`config.mk`:
```
export PLATFORM = sky130hd
export DESIGN_NAME = ps2_keyboard_rx
export DESIGN_NICKNAME = d
export VERILOG_FILES = /design/src/rtl/elc3_kbd_pkg.sv /design/src/rtl/ps2_scancode_to_ascii.sv /design/src/rtl/ps2_keyboard_rx.sv
export SDC_FILE = /design/constraint.sdc
export NUM_CORES = 1
export LEC_CHECK = 0
export ABC_AREA = 1
export CAP_MARGIN = 20
export CORE_MARGIN = 2
export CORE_UTILIZATION = 40
export CTS_BUF_LIST = sky130_fd_sc_hd__clkbuf_2 sky130_fd_sc_hd__clkbuf_4 sky130_fd_sc_hd__clkbuf_8
export CTS_CLUSTER_DIAMETER = 30
export DETAILED_ROUTE_END_ITERATION = 10
export HOLD_SLACK_MARGIN = 0.06
export PLACE_DENSITY = 0.66
export SLEW_MARGIN = 20
export SYNTH_ARGS = -nofsm -noshare
export SYNTH_HDL_FRONTEND = slang
export SYNTH_SLANG_ARGS = --single-unit
```
`constraint.sdc`:
```
create_clock -name Clk -period 3.6 [get_ports Clk]
set_clock_uncertainty 0.1 [all_clocks]
set_input_delay 0.54 -clock Clk [delete_from_list [all_inputs] [get_ports Clk]]
set_output_delay 0.54 -clock Clk [all_outputs]
set_load 0.005 [all_outputs]
```
`src/rtl/elc3_kbd_pkg.sv`:
```
// Shared types and scan-code constants for the PS/2 keyboard receiver.
package elc3_kbd_pkg;

    // Frame receiver states: start bit seen -> 8 data bits -> parity -> stop.
    typedef enum logic [1:0] {
        FS_IDLE   = 2'd0,
        FS_DATA   = 2'd1,
        FS_PARITY = 2'd2,
        FS_STOP   = 2'd3
    } frame_state_e;

    localparam logic [7:0] SC_BREAK  = 8'hF0;
    localparam logic [7:0] SC_EXT    = 8'hE0;
    localparam logic [7:0] SC_LSHIFT = 8'h12;
    localparam logic [7:0] SC_RSHIFT = 8'h59;

    // True for either shift key's scan code.
    function automatic logic is_shift(input logic [7:0] sc);
        return (sc == SC_LSHIFT) || (sc == SC_RSHIFT);
    endfunction

endpackage

```
`src/rtl/ps2_scancode_to_ascii.sv`:
```
// Combinational scan-code set 2 to ASCII lookup for letters, digits,
// space, enter and backspace. Shift only affects letters.
module ps2_scancode_to_ascii (
    input  logic [7:0] scan_code,
    input  logic       shift,
    output logic       valid,
    output logic [7:0] ascii
);

    // Table lookup, then fold lowercase letters to uppercase while shifted.
    always_comb begin
        valid = 1'b1;
        ascii = 8'h00;
        case (scan_code)
            8'h1C: ascii = 8'h61; 8'h32: ascii = 8'h62; 8'h21: ascii = 8'h63;
            8'h23: ascii = 8'h64; 8'h24: ascii = 8'h65; 8'h2B: ascii = 8'h66;
            8'h34: ascii = 8'h67; 8'h33: ascii = 8'h68; 8'h43: ascii = 8'h69;
            8'h3B: ascii = 8'h6A; 8'h42: ascii = 8'h6B; 8'h4B: ascii = 8'h6C;
            8'h3A: ascii = 8'h6D; 8'h31: ascii = 8'h6E; 8'h44: ascii = 8'h6F;
            8'h4D: ascii = 8'h70; 8'h15: ascii = 8'h71; 8'h2D: ascii = 8'h72;
            8'h1B: ascii = 8'h73; 8'h2C: ascii = 8'h74; 8'h3C: ascii = 8'h75;
            8'h2A: ascii = 8'h76; 8'h1D: ascii = 8'h77; 8'h22: ascii = 8'h78;
            8'h35: ascii = 8'h79; 8'h1A: ascii = 8'h7A;
            8'h45: ascii = 8'h30; 8'h16: ascii = 8'h31; 8'h1E: ascii = 8'h32;
            8'h26: ascii = 8'h33; 8'h25: ascii = 8'h34; 8'h2E: ascii = 8'h35;
            8'h36: ascii = 8'h36; 8'h3D: ascii = 8'h37; 8'h3E: ascii = 8'h38;
            8'h46: ascii = 8'h39;
            8'h29: ascii = 8'h20;
            8'h5A: ascii = 8'h0D;
            8'h66: ascii = 8'h08;
            default: valid = 1'b0;
        endcase
        if (shift && (ascii >= 8'h61) && (ascii <= 8'h7A)) begin
            ascii = ascii - 8'h20;
        end
    end

endmodule

```
`src/rtl/ps2_keyboard_rx.sv`:
```
// PS/2 keyboard receiver: synchronizes and deglitches the PS/2 lines,
// deframes 11-bit frames, decodes make/break/shift and buffers ASCII in a
// first-word-fall-through FIFO read by the memory control unit (KBDR/KBSR).
module ps2_keyboard_rx
    import elc3_kbd_pkg::*;
#(
    parameter int FILTER_LEN = 8,
    parameter int TIMEOUT    = 50000,
    parameter int FIFO_DEPTH = 8
) (
    input  logic        Clk,
    input  logic        Reset,
    input  logic        PS2_CLK,
    input  logic        PS2_DAT,
    input  logic        KeyRead,
    output logic [15:0] Data_FromKeyboard,
    output logic        KeyReady,
    output logic        Overflow,
    output logic        FrameError
);

    localparam int FCW = $clog2(FILTER_LEN + 1);
    localparam int TCW = $clog2(TIMEOUT + 1);
    localparam int PW  = $clog2(FIFO_DEPTH);
    localparam int CW  = PW + 1;

    logic [1:0]   clk_sync_q, clk_sync_d, dat_sync_q, dat_sync_d;
    logic [FCW-1:0] filt_cnt_q, filt_cnt_d;
    logic         filt_clk_q, filt_clk_d;
    logic         fall;
    frame_state_e state_q, state_d;
    logic [2:0]   bit_cnt_q, bit_cnt_d;
    logic [7:0]   shreg_q, shreg_d;
    logic         par_q, par_d;
    logic [TCW-1:0] to_cnt_q, to_cnt_d;
    logic         byte_valid;
    logic         frame_err_q, frame_err_d;
    logic         break_q, break_d, ext_q, ext_d, shift_q, shift_d;
    logic         push, map_valid;
    logic [7:0]   map_ascii;
    logic [7:0]   mem_q [FIFO_DEPTH];
    logic [7:0]   mem_d [FIFO_DEPTH];
    logic [PW-1:0] wr_ptr_q, wr_ptr_d, rd_ptr_q, rd_ptr_d;
    logic [CW-1:0] count_q, count_d;
    logic         ovf_q, ovf_d;
    logic         pop, full, push_ok;

    ps2_scancode_to_ascii u_map (
        .scan_code (shreg_q),
        .shift     (shift_q),
        .valid     (map_valid),
        .ascii     (map_ascii)
    );

    // Two-flop synchronizers and the PS2_CLK stability filter; fall marks
    // the cycle the filtered clock goes 1->0.
    always_comb begin
        clk_sync_d = {clk_sync_q[0], PS2_CLK};
        dat_sync_d = {dat_sync_q[0], PS2_DAT};
        filt_cnt_d = '0;
        filt_clk_d = filt_clk_q;
        fall       = 1'b0;
        if (clk_sync_q[1] != filt_clk_q) begin
            if (filt_cnt_q == FCW'(FILTER_LEN - 1)) begin
                filt_clk_d = clk_sync_q[1];
                fall       = filt_clk_q;
            end else begin
                filt_cnt_d = filt_cnt_q + 1'b1;
            end
        end
    end

    // Frame FSM: samples data on filtered falling edges, checks odd parity
    // and stop bit, and abandons a stalled frame after TIMEOUT idle cycles.
    always_comb begin
        state_d     = state_q;
        bit_cnt_d   = bit_cnt_q;
        shreg_d     = shreg_q;
        par_d       = par_q;
        to_cnt_d    = (state_q == FS_IDLE) ? '0 : to_cnt_q + 1'b1;
        byte_valid  = 1'b0;
        frame_err_d = 1'b0;
        if (fall) begin
            to_cnt_d = '0;
            case (state_q)
                FS_IDLE: begin
                    if (!dat_sync_q[1]) begin
                        state_d   = FS_DATA;
                        bit_cnt_d = 3'd0;
                    end
                end
                FS_DATA: begin
                    shreg_d   = {dat_sync_q[1], shreg_q[7:1]};
                    bit_cnt_d = bit_cnt_q + 3'd1;
                    if (bit_cnt_q == 3'd7) state_d = FS_PARITY;
                end
                FS_PARITY: begin
                    par_d   = dat_sync_q[1];
                    state_d = FS_STOP;
                end
                FS_STOP: begin
                    state_d = FS_IDLE;
                    if (dat_sync_q[1] && (^{shreg_q, par_q})) byte_valid  = 1'b1;
                    else                                       frame_err_d = 1'b1;
                end
                default: state_d = FS_IDLE;
            endcase
        end else if ((state_q != FS_IDLE) && (to_cnt_q == TCW'(TIMEOUT - 1))) begin
            state_d  = FS_IDLE;
            to_cnt_d = '0;
        end
    end

    // Prefix/shift decoder: decides whether the received byte yields a character.
    always_comb begin
        break_d = break_q;
        ext_d   = ext_q;
        shift_d = shift_q;
        push    = 1'b0;
        if (byte_valid) begin
            if (shreg_q == SC_BREAK) begin
                break_d = 1'b1;
            end else if (shreg_q == SC_EXT) begin
                ext_d = 1'b1;
            end else begin
                break_d = 1'b0;
                ext_d   = 1'b0;
                if (is_shift(shreg_q)) shift_d = !break_q;
                else if (!break_q && !ext_q && map_valid) push = 1'b1;
            end
        end
    end

    // FIFO bookkeeping: a pop frees a slot in the same cycle, so push+pop
    // always both succeed; a push into a full FIFO without pop is dropped.
    always_comb begin
        pop      = KeyRead && (count_q != '0);
        full     = (count_q == CW'(FIFO_DEPTH));
        push_ok  = push && (!full || pop);
        mem_d    = mem_q;
        wr_ptr_d = wr_ptr_q;
        rd_ptr_d = rd_ptr_q;
        count_d  = count_q;
        ovf_d    = ovf_q | (push && full && !pop);
        if (push_ok) begin
            mem_d[wr_ptr_q] = map_ascii;
            wr_ptr_d        = wr_ptr_q + 1'b1;
        end
        if (pop) rd_ptr_d = rd_ptr_q + 1'b1;
        case ({push_ok, pop})
            2'b10:   count_d = count_q + 1'b1;
            2'b01:   count_d = count_q - 1'b1;
            default: count_d = count_q;
        endcase
    end

    // State registers with synchronous reset.
    always_ff @(posedge Clk) begin
        if (Reset) begin
            clk_sync_q  <= 2'b11;
            dat_sync_q  <= 2'b11;
            filt_cnt_q  <= '0;
            filt_clk_q  <= 1'b1;
            state_q     <= FS_IDLE;
            bit_cnt_q   <= 3'd0;
            shreg_q     <= 8'h00;
            par_q       <= 1'b0;
            to_cnt_q    <= '0;
            frame_err_q <= 1'b0;
            break_q     <= 1'b0;
            ext_q       <= 1'b0;
            shift_q     <= 1'b0;
            mem_q       <= '{default: 8'h00};
            wr_ptr_q    <= '0;
            rd_ptr_q    <= '0;
            count_q     <= '0;
            ovf_q       <= 1'b0;
        end else begin
            clk_sync_q  <= clk_sync_d;
            dat_sync_q  <= dat_sync_d;
            filt_cnt_q  <= filt_cnt_d;
            filt_clk_q  <= filt_clk_d;
            state_q     <= state_d;
            bit_cnt_q   <= bit_cnt_d;
            shreg_q     <= shreg_d;
            par_q       <= par_d;
            to_cnt_q    <= to_cnt_d;
            frame_err_q <= frame_err_d;
            break_q     <= break_d;
            ext_q       <= ext_d;
            shift_q     <= shift_d;
            mem_q       <= mem_d;
            wr_ptr_q    <= wr_ptr_d;
            rd_ptr_q    <= rd_ptr_d;
            count_q     <= count_d;
            ovf_q       <= ovf_d;
        end
    end

    assign KeyReady          = (count_q != '0);
    assign Data_FromKeyboard = KeyReady ? {8'h00, mem_q[rd_ptr_q]} : 16'h0000;
    assign Overflow          = ovf_q;
    assign FrameError        = frame_err_q;

endmodule

```
### Word level (Yosys, flattened, before mapping)

Index checks and enable logic that the tools add are counted.

* bits in registers: 118
* bits of input ports: 5
* output and inout port bits: 19
* logic and storage cells: 171

* add/sub/neg operators: 8
* order comparisons: 5
* equality and inequality tests: 57
* muxes and demuxes: 32
* bitwise operators: 8
* reduce and logical (&&, ||, !) cells: 36

Operators with widths (number)
* $pmux 7 s39: 1
* $eq 8x6->1 const B: 23
* $eq 8x7->1 const B: 10
* $bwmux 64: 1
* $eq 8x5->1 const B: 8
* $mux 8: 5
* $reduce_or 39->1: 1
* $bmux 8 s3: 1
* $demux 8 s3: 1
* $add 16x1->16 const B: 1
* $eq 16x16->1 const B: 1
* $eq 8x8->1 const B: 2
* $mux 1: 15
* $logic_and 1x1->1: 11
* $reduce_and 2->1: 5
* $add 3x1->3 const B: 3
* $reduce_xor 9->1: 1
* $add 4x1->4 const B: 2
* $ge 4x4->1 const B: 2
* $mux 2: 4
* $not 3->4: 2
* $pmux 2 s4: 1
* $pmux 4 s2: 1
* $reduce_bool 2->1: 4
* other kinds (25): 40

### Longest topological paths before layout

Gate-level depths: netlist of the first run.

* depth after elaboration: 12
* mapped depth: 24

### Cells and area by module

Synthesis of the first run repeated with hierarchy kept, for this count alone.

* cell total of the unflattened synthesis: 1122
* area total of the unflattened synthesis: 7044.3 µm²

By module, submodules not included
* ps2_keyboard_rx: times used 1, cells each 959, area each 6288.5 µm²
* ps2_scancode_to_ascii: times used 1, cells each 163, area each 755.7 µm²

### Worst setup path before layout of the first run

Ideal clock, no wire load.

* path kind: register to register
* start: register filt_cnt_q[0]
* end: register count_q[3]
* library setup time: 0.115 ns
* arrival: 2.513 ns
* path slack: 0.872 ns
* cell stages (with the launch flop): 20
* period minus slack after synthesis: 2.728 ns
* cell sequence: dfxtp_1 -> ha_1 -> nand2_1 -> nor2_1 -> inv_1 -> nor2_1 -> nand2_1 -> nor2_1 -> inv_1 -> nor2_2 -> nand2_4 -> nand2_1 -> inv_1 -> ha_1 -> nand2_1 -> nand2_1 -> a31oi_1 -> nand2_1 -> a21oi_1 -> nor2_1

* cells in the longest elaborated chain, start to end: 8
* elaborated cells on any way between the ends: 10

RTL lines
* from (decl): line ps2_keyboard_rx.sv:28 `logic [FCW-1:0] filt_cnt_q, filt_cnt_d;`
* from (signal assigned): line ps2_keyboard_rx.sv:181 `filt_cnt_q <= filt_cnt_d;`
* $eq 4x3->1 *: line ps2_keyboard_rx.sv:64 `if (filt_cnt_q == FCW'(FILTER_LEN - 1)) begin`
* $mux 1 *: line ps2_keyboard_rx.sv:64
* $mux 1 *: line ps2_keyboard_rx.sv:63 `if (clk_sync_q[1] != filt_clk_q) begin`
* $mux 1 *: line ps2_keyboard_rx.sv:83 `if (fall) begin`
* $mux 1 *: line ps2_keyboard_rx.sv:120 `if (byte_valid) begin`
* $logic_and 1x1->1 *: line ps2_keyboard_rx.sv:139 `push_ok = push && (!full || pop);`
* $eq 2x1->1 or $eq 2x2->1 (tied branches): line ps2_keyboard_rx.sv:150 `case ({push_ok, pop})`
* $pmux 4 s2 or $reduce_bool 2->1 (tied branches)
* to (signal assigned): line ps2_keyboard_rx.sv:195 `count_q <= count_d;`
* to (decl): line ps2_keyboard_rx.sv:44 `logic [CW-1:0] count_q, count_d;`

Every way passes the cells marked *; elsewhere a longest branch is shown, timed or not.
A chain may end at the register's enable or synchronous reset.

### Worst setup path in the final report of the first run

* start: register count_q[0]
* end: output port Data_FromKeyboard[2]

* cells in the longest elaborated chain, start to end: 2

RTL lines
* $reduce_bool 4->1: line ps2_keyboard_rx.sv:200 `assign KeyReady = (count_q != '0);`
* $mux 8: line ps2_keyboard_rx.sv:201 `assign Data_FromKeyboard = KeyReady ? {8'h00, mem_q[rd_ptr_q]} : 16'h0000;`
* to (decl): line ps2_keyboard_rx.sv:16 `output logic [15:0] Data_FromKeyboard,`

Every way passes these cells.

==> metrics.md, run 1 <==
| Metric | Value |
|---|---|
| Status | finished, final reports clean |
| Nets | approximately 1,000 |
| Overall Power | 3.43 mW |
| Mapped Avg Cell Area | ~6.6 um^2 |
| Compound-cell area share of the yosys netlist | between 10% and 20% |
| Hold-critical path depth | 1 |
| Share of layout cells above drive strength 1 | 7.85% |
| Synth warn | 0 |
| Share of power burned in registers | 39.8% |
| Worst r2r path cells | 21 |
| # clock sinks | 118 |
| Reg area | 0.00236 mm^2 |
| Reg-to-reg setup timing slack | 560 ps |
| Critical-path cell list | nor2_1 -> inv_1 -> nor3_1 -> clkinv_1 -> o21ai_0 -> a31oi_1 -> clkdlybuf4s50_1 |
| Endpoint arrival time on the critical path | approximately 2400 ps |
| Fill cells | 1,608 |
| Final antenna-violating net count | 0 |
| Postcts setup bufs | 0 |
| Deepest clock path buffer count | 2 |
| Largest family of logic cells by synthesized area | simple AND/OR/NAND/NOR gates |
| Worst vdd ir | 0.196 mV |
| Crit Path Class | flip-flop to output port |
| Worst-margin pin slew | between 600 and 700 ps |
| Pins Over Slew Limit | 0 |
| Fmax | 0.326 GHz |
| Max Cap Viol | 0 |
| Vias | ~6,100 |
| Clock power share | 35.5% |
| Sum Neg Setup Slack | 0 ps |
| First-pass GRT wire length | 25,600 um |
| Avg WL per Cell | 12.6 um |
| CTS Buf Count | 17 |
| Die Ht | 131 um |
| XOR/XNOR share of the synthesized area | 0.957% |
| Endpoint of the worst hold path | clk_sync_q[1] |
| Yosys cell types | 43 |
| Hold wc startpoint | clk_sync_q[0] |
| Mux cell area share after synthesis | 0% |
| Unrepaired setup endpoints after global routing | false |
| Int Pwr | around 2.3 mW |
| Total track usage | 18.9% |
| DRC Markers | 0 |
| Die width | between 100 and 150 um |
| Initial antenna violation count | 0 |
| Pin count of the biggest net entering global routing | 53 |
| N_diodes | 0 |
| Seq/Total Area, Yosys | 36.9% |
| Slowest stage delay, CP | ~480 ps |
| Setup crit start | count_q[0] |
| Critical Path End Type | output port |
| IO buf count | 15 |
| DR iter-0 viols | between 400 and 500 |
| H-tree lvl count | 4 |
| Multi-input gate area | 0.00352 mm^2 |
| Synth Flop Type | dfxtp_1 |
| Adder-cell share of the synthesized area | just over 3% |
| Area contributors post-synth | dfxtp_1 (37%), nand2_1 (13%), nor2_1 (10%), a21oi_1 (7.0%), nand3_1 (6.0%) |
| Vias in the first global route | between 5,000 and 6,000 |
| Reg clk slew, reported paths | 70 ps |
| Largest area contributor in the synthesized netlist | dfxtp_1 |
| CP max-delay cell | clkdlybuf4s50_1 |
| Sw Share | between 30 and 40% |
| Ports | 24 |
| EDFF count, synth | 0 |
| Drt first pass iters | 5 |
| Post-Synthesis Cell Area | 0.00640 mm^2 |
| RR Startpoint | filt_cnt_q[0] |
| Synthesis-stage register bit count | 118 |
| Crit path time final | 3070 ps |
| Worst reg2reg endpoint | count_q[3] |
| Synth-to-layout area growth | 11.0% |
| CTS tree | built |
| Pleak | 2.94 nW |
| Worst min path class | flip-flop to flip-flop |
| CTS Hold Bufs | 0 |
| Total Routed Length | 15,200 um |
| Synthesized instance count | 970 |
| Grt ovf | 0 |
| Commonest cells in the synthesized netlist | nand2_1 (222), nor2_1 (172), dfxtp_1 (118) |
| Synth top area share | ~37% |
| Simple-Gate Fraction of Synth Area | 36.2% |
| Final setup fails | 0 |
| Combinational power share | between 20% and 30% |
| Top-count cell post-synth | nand2_1 |
| Starting Density | 40.6% |
| Crit path required time | roughly 3000 ps |
| Root Driver | clkbuf_8 |
| Num rows | 46 |
| GPL Wtd Cong | 0.894 |
| # resized after CTS | 0 |
| HPWL Detailed | 10,500 um |
| Slew headroom | 56.2% |
| Worst-Skew Late Latency | roughly 440 ps |
| Asr flop ratio synth | 0% |
| Core footprint | roughly 0.016 mm^2 |
| Vias/cell | 5.03 |
| P_sw | 1.13 mW |
| Critical Path Fanout Max | 9 |
| Final Cycle Share | 85.2% |
| Die area | between 0.015 and 0.02 mm^2 |
| Crit path launch type | flip-flop |
| PD cells | around 480 mW/mm^2 |
| Hold Violations, Final | 0 |
| CP Buf/Inv Count | 3 |
| Cell class contributing the biggest share of worst-path delay | buffers and inverters |
## stage by stage
stage | area (um^2) | util, % | std cells | hold WS, ps | setup WS (ps)
final | 7110 | 45.1 | 1209 | 316 | 534
after global placement | 6710 | 42.6 | 1178 | 300 | 652
after detailed placement | 6710 | 42.6 | 1178 | 308 | 579
after floorplan | 6430 | - | 977 | 289 | 872
after global routing | 7110 | 45.1 | 1209 | 339 | 190
after CTS | 7110 | 45.1 | 1209 | 322 | 493
## cells in the final DEF, fill, tap and decap left out, drive strengths merged, types with 8 or more instances in the layout
master and count:
nand2 226, a31oi 10, buf 10, clkdlybuf4s50 14
nor3 8, conb 8, a21oi 89, nand3 87
ha 14, nand4 10, dfxtp 118, clkbuf 20
inv 93, o21ai 60, nor2 181
## per-layer routing
metal  track usage (%)  vias to the layer above  share of wire, %  wire length (um)
li1                  -                     3152                 -                 -
met3              3.99                       20               4.3               647
met2              29.0                      133                44              6750
met5                 0                        -                 0                 0
met1              26.0                     2773                50              7590
met4              7.32                        0               1.6               237
## worst max-delay path by stage
stage	end	slack (ps)	cells after the start
floorplan	count_q[3]	870	19
global placement	count_q[3]	650	20
detailed placement	count_q[3]	580	21
CTS	Data_FromKeyboard[6]	490	7
global route	count_q[3]	190	22
finish	Data_FromKeyboard[2]	530	7
## registers in the layout, summed over array words and instances (netlist names)
name,count
FrameError,1
Overflow,1
bit_cnt_q,3
break_q,1
clk_sync_q,2
count_q,4
dat_sync_q,2
ext_q,1
filt_clk_q,1
filt_cnt_q,4
mem_q,64
par_q,1
rd_ptr_q,3
shift_q,1
shreg_q,8
state_q,2
to_cnt_q,16
wr_ptr_q,3
## power by group through the flow
stage	Sequential, mW	Combinational (mW)	Clock (mW)
after detailed placement	1.40	0.844	0
final	1.37	0.847	1.22
after global routing	1.37	0.956	1.31
after floorplan	1.40	0.556	0
after CTS	1.37	0.846	1.25
after global placement	1.40	0.848	0
## kinds of logic (layout without fill, tap and decap cells)
| logic type | count (synthesis) | after routing |
|---|---|---|
| simple gates | 524 | 524 |
| compound gates | 174 | 174 |
| buf+inv | 131 | 147 |
| flops | 118 | 118 |
| fa+ha+maj | 15 | 15 |
| xor+xnor | 7 | 7 |
| other cells | 1 | 8 |
## area by class of cell
type | count | area share (%)
multi-input cells | 728 | 49.6
flip-flops and latches | 118 | 33.2
inverters | 92 | 4.86
well taps | 216 | 3.80
clock buffers | 20 | 3.78
repair buffers | 24 | 2.99
clock inverters | 11 | 1.76
Power figures use the tool's default switching activity.
==> run 2: changes to the inputs <==
--- a/config.mk
+++ b/config.mk
@@ -14,6 +14,7 @@
 export DETAILED_ROUTE_END_ITERATION = 10
 export HOLD_SLACK_MARGIN = 0.06
 export PLACE_DENSITY = 0.66
+export SKIP_CTS_REPAIR_TIMING = 1
 export SLEW_MARGIN = 20
 export SYNTH_ARGS = -nofsm -noshare
 export SYNTH_HDL_FRONTEND = slang
==> results of run 2 <==
The final DEF is identical to that of run 1; final timing and power are the same.
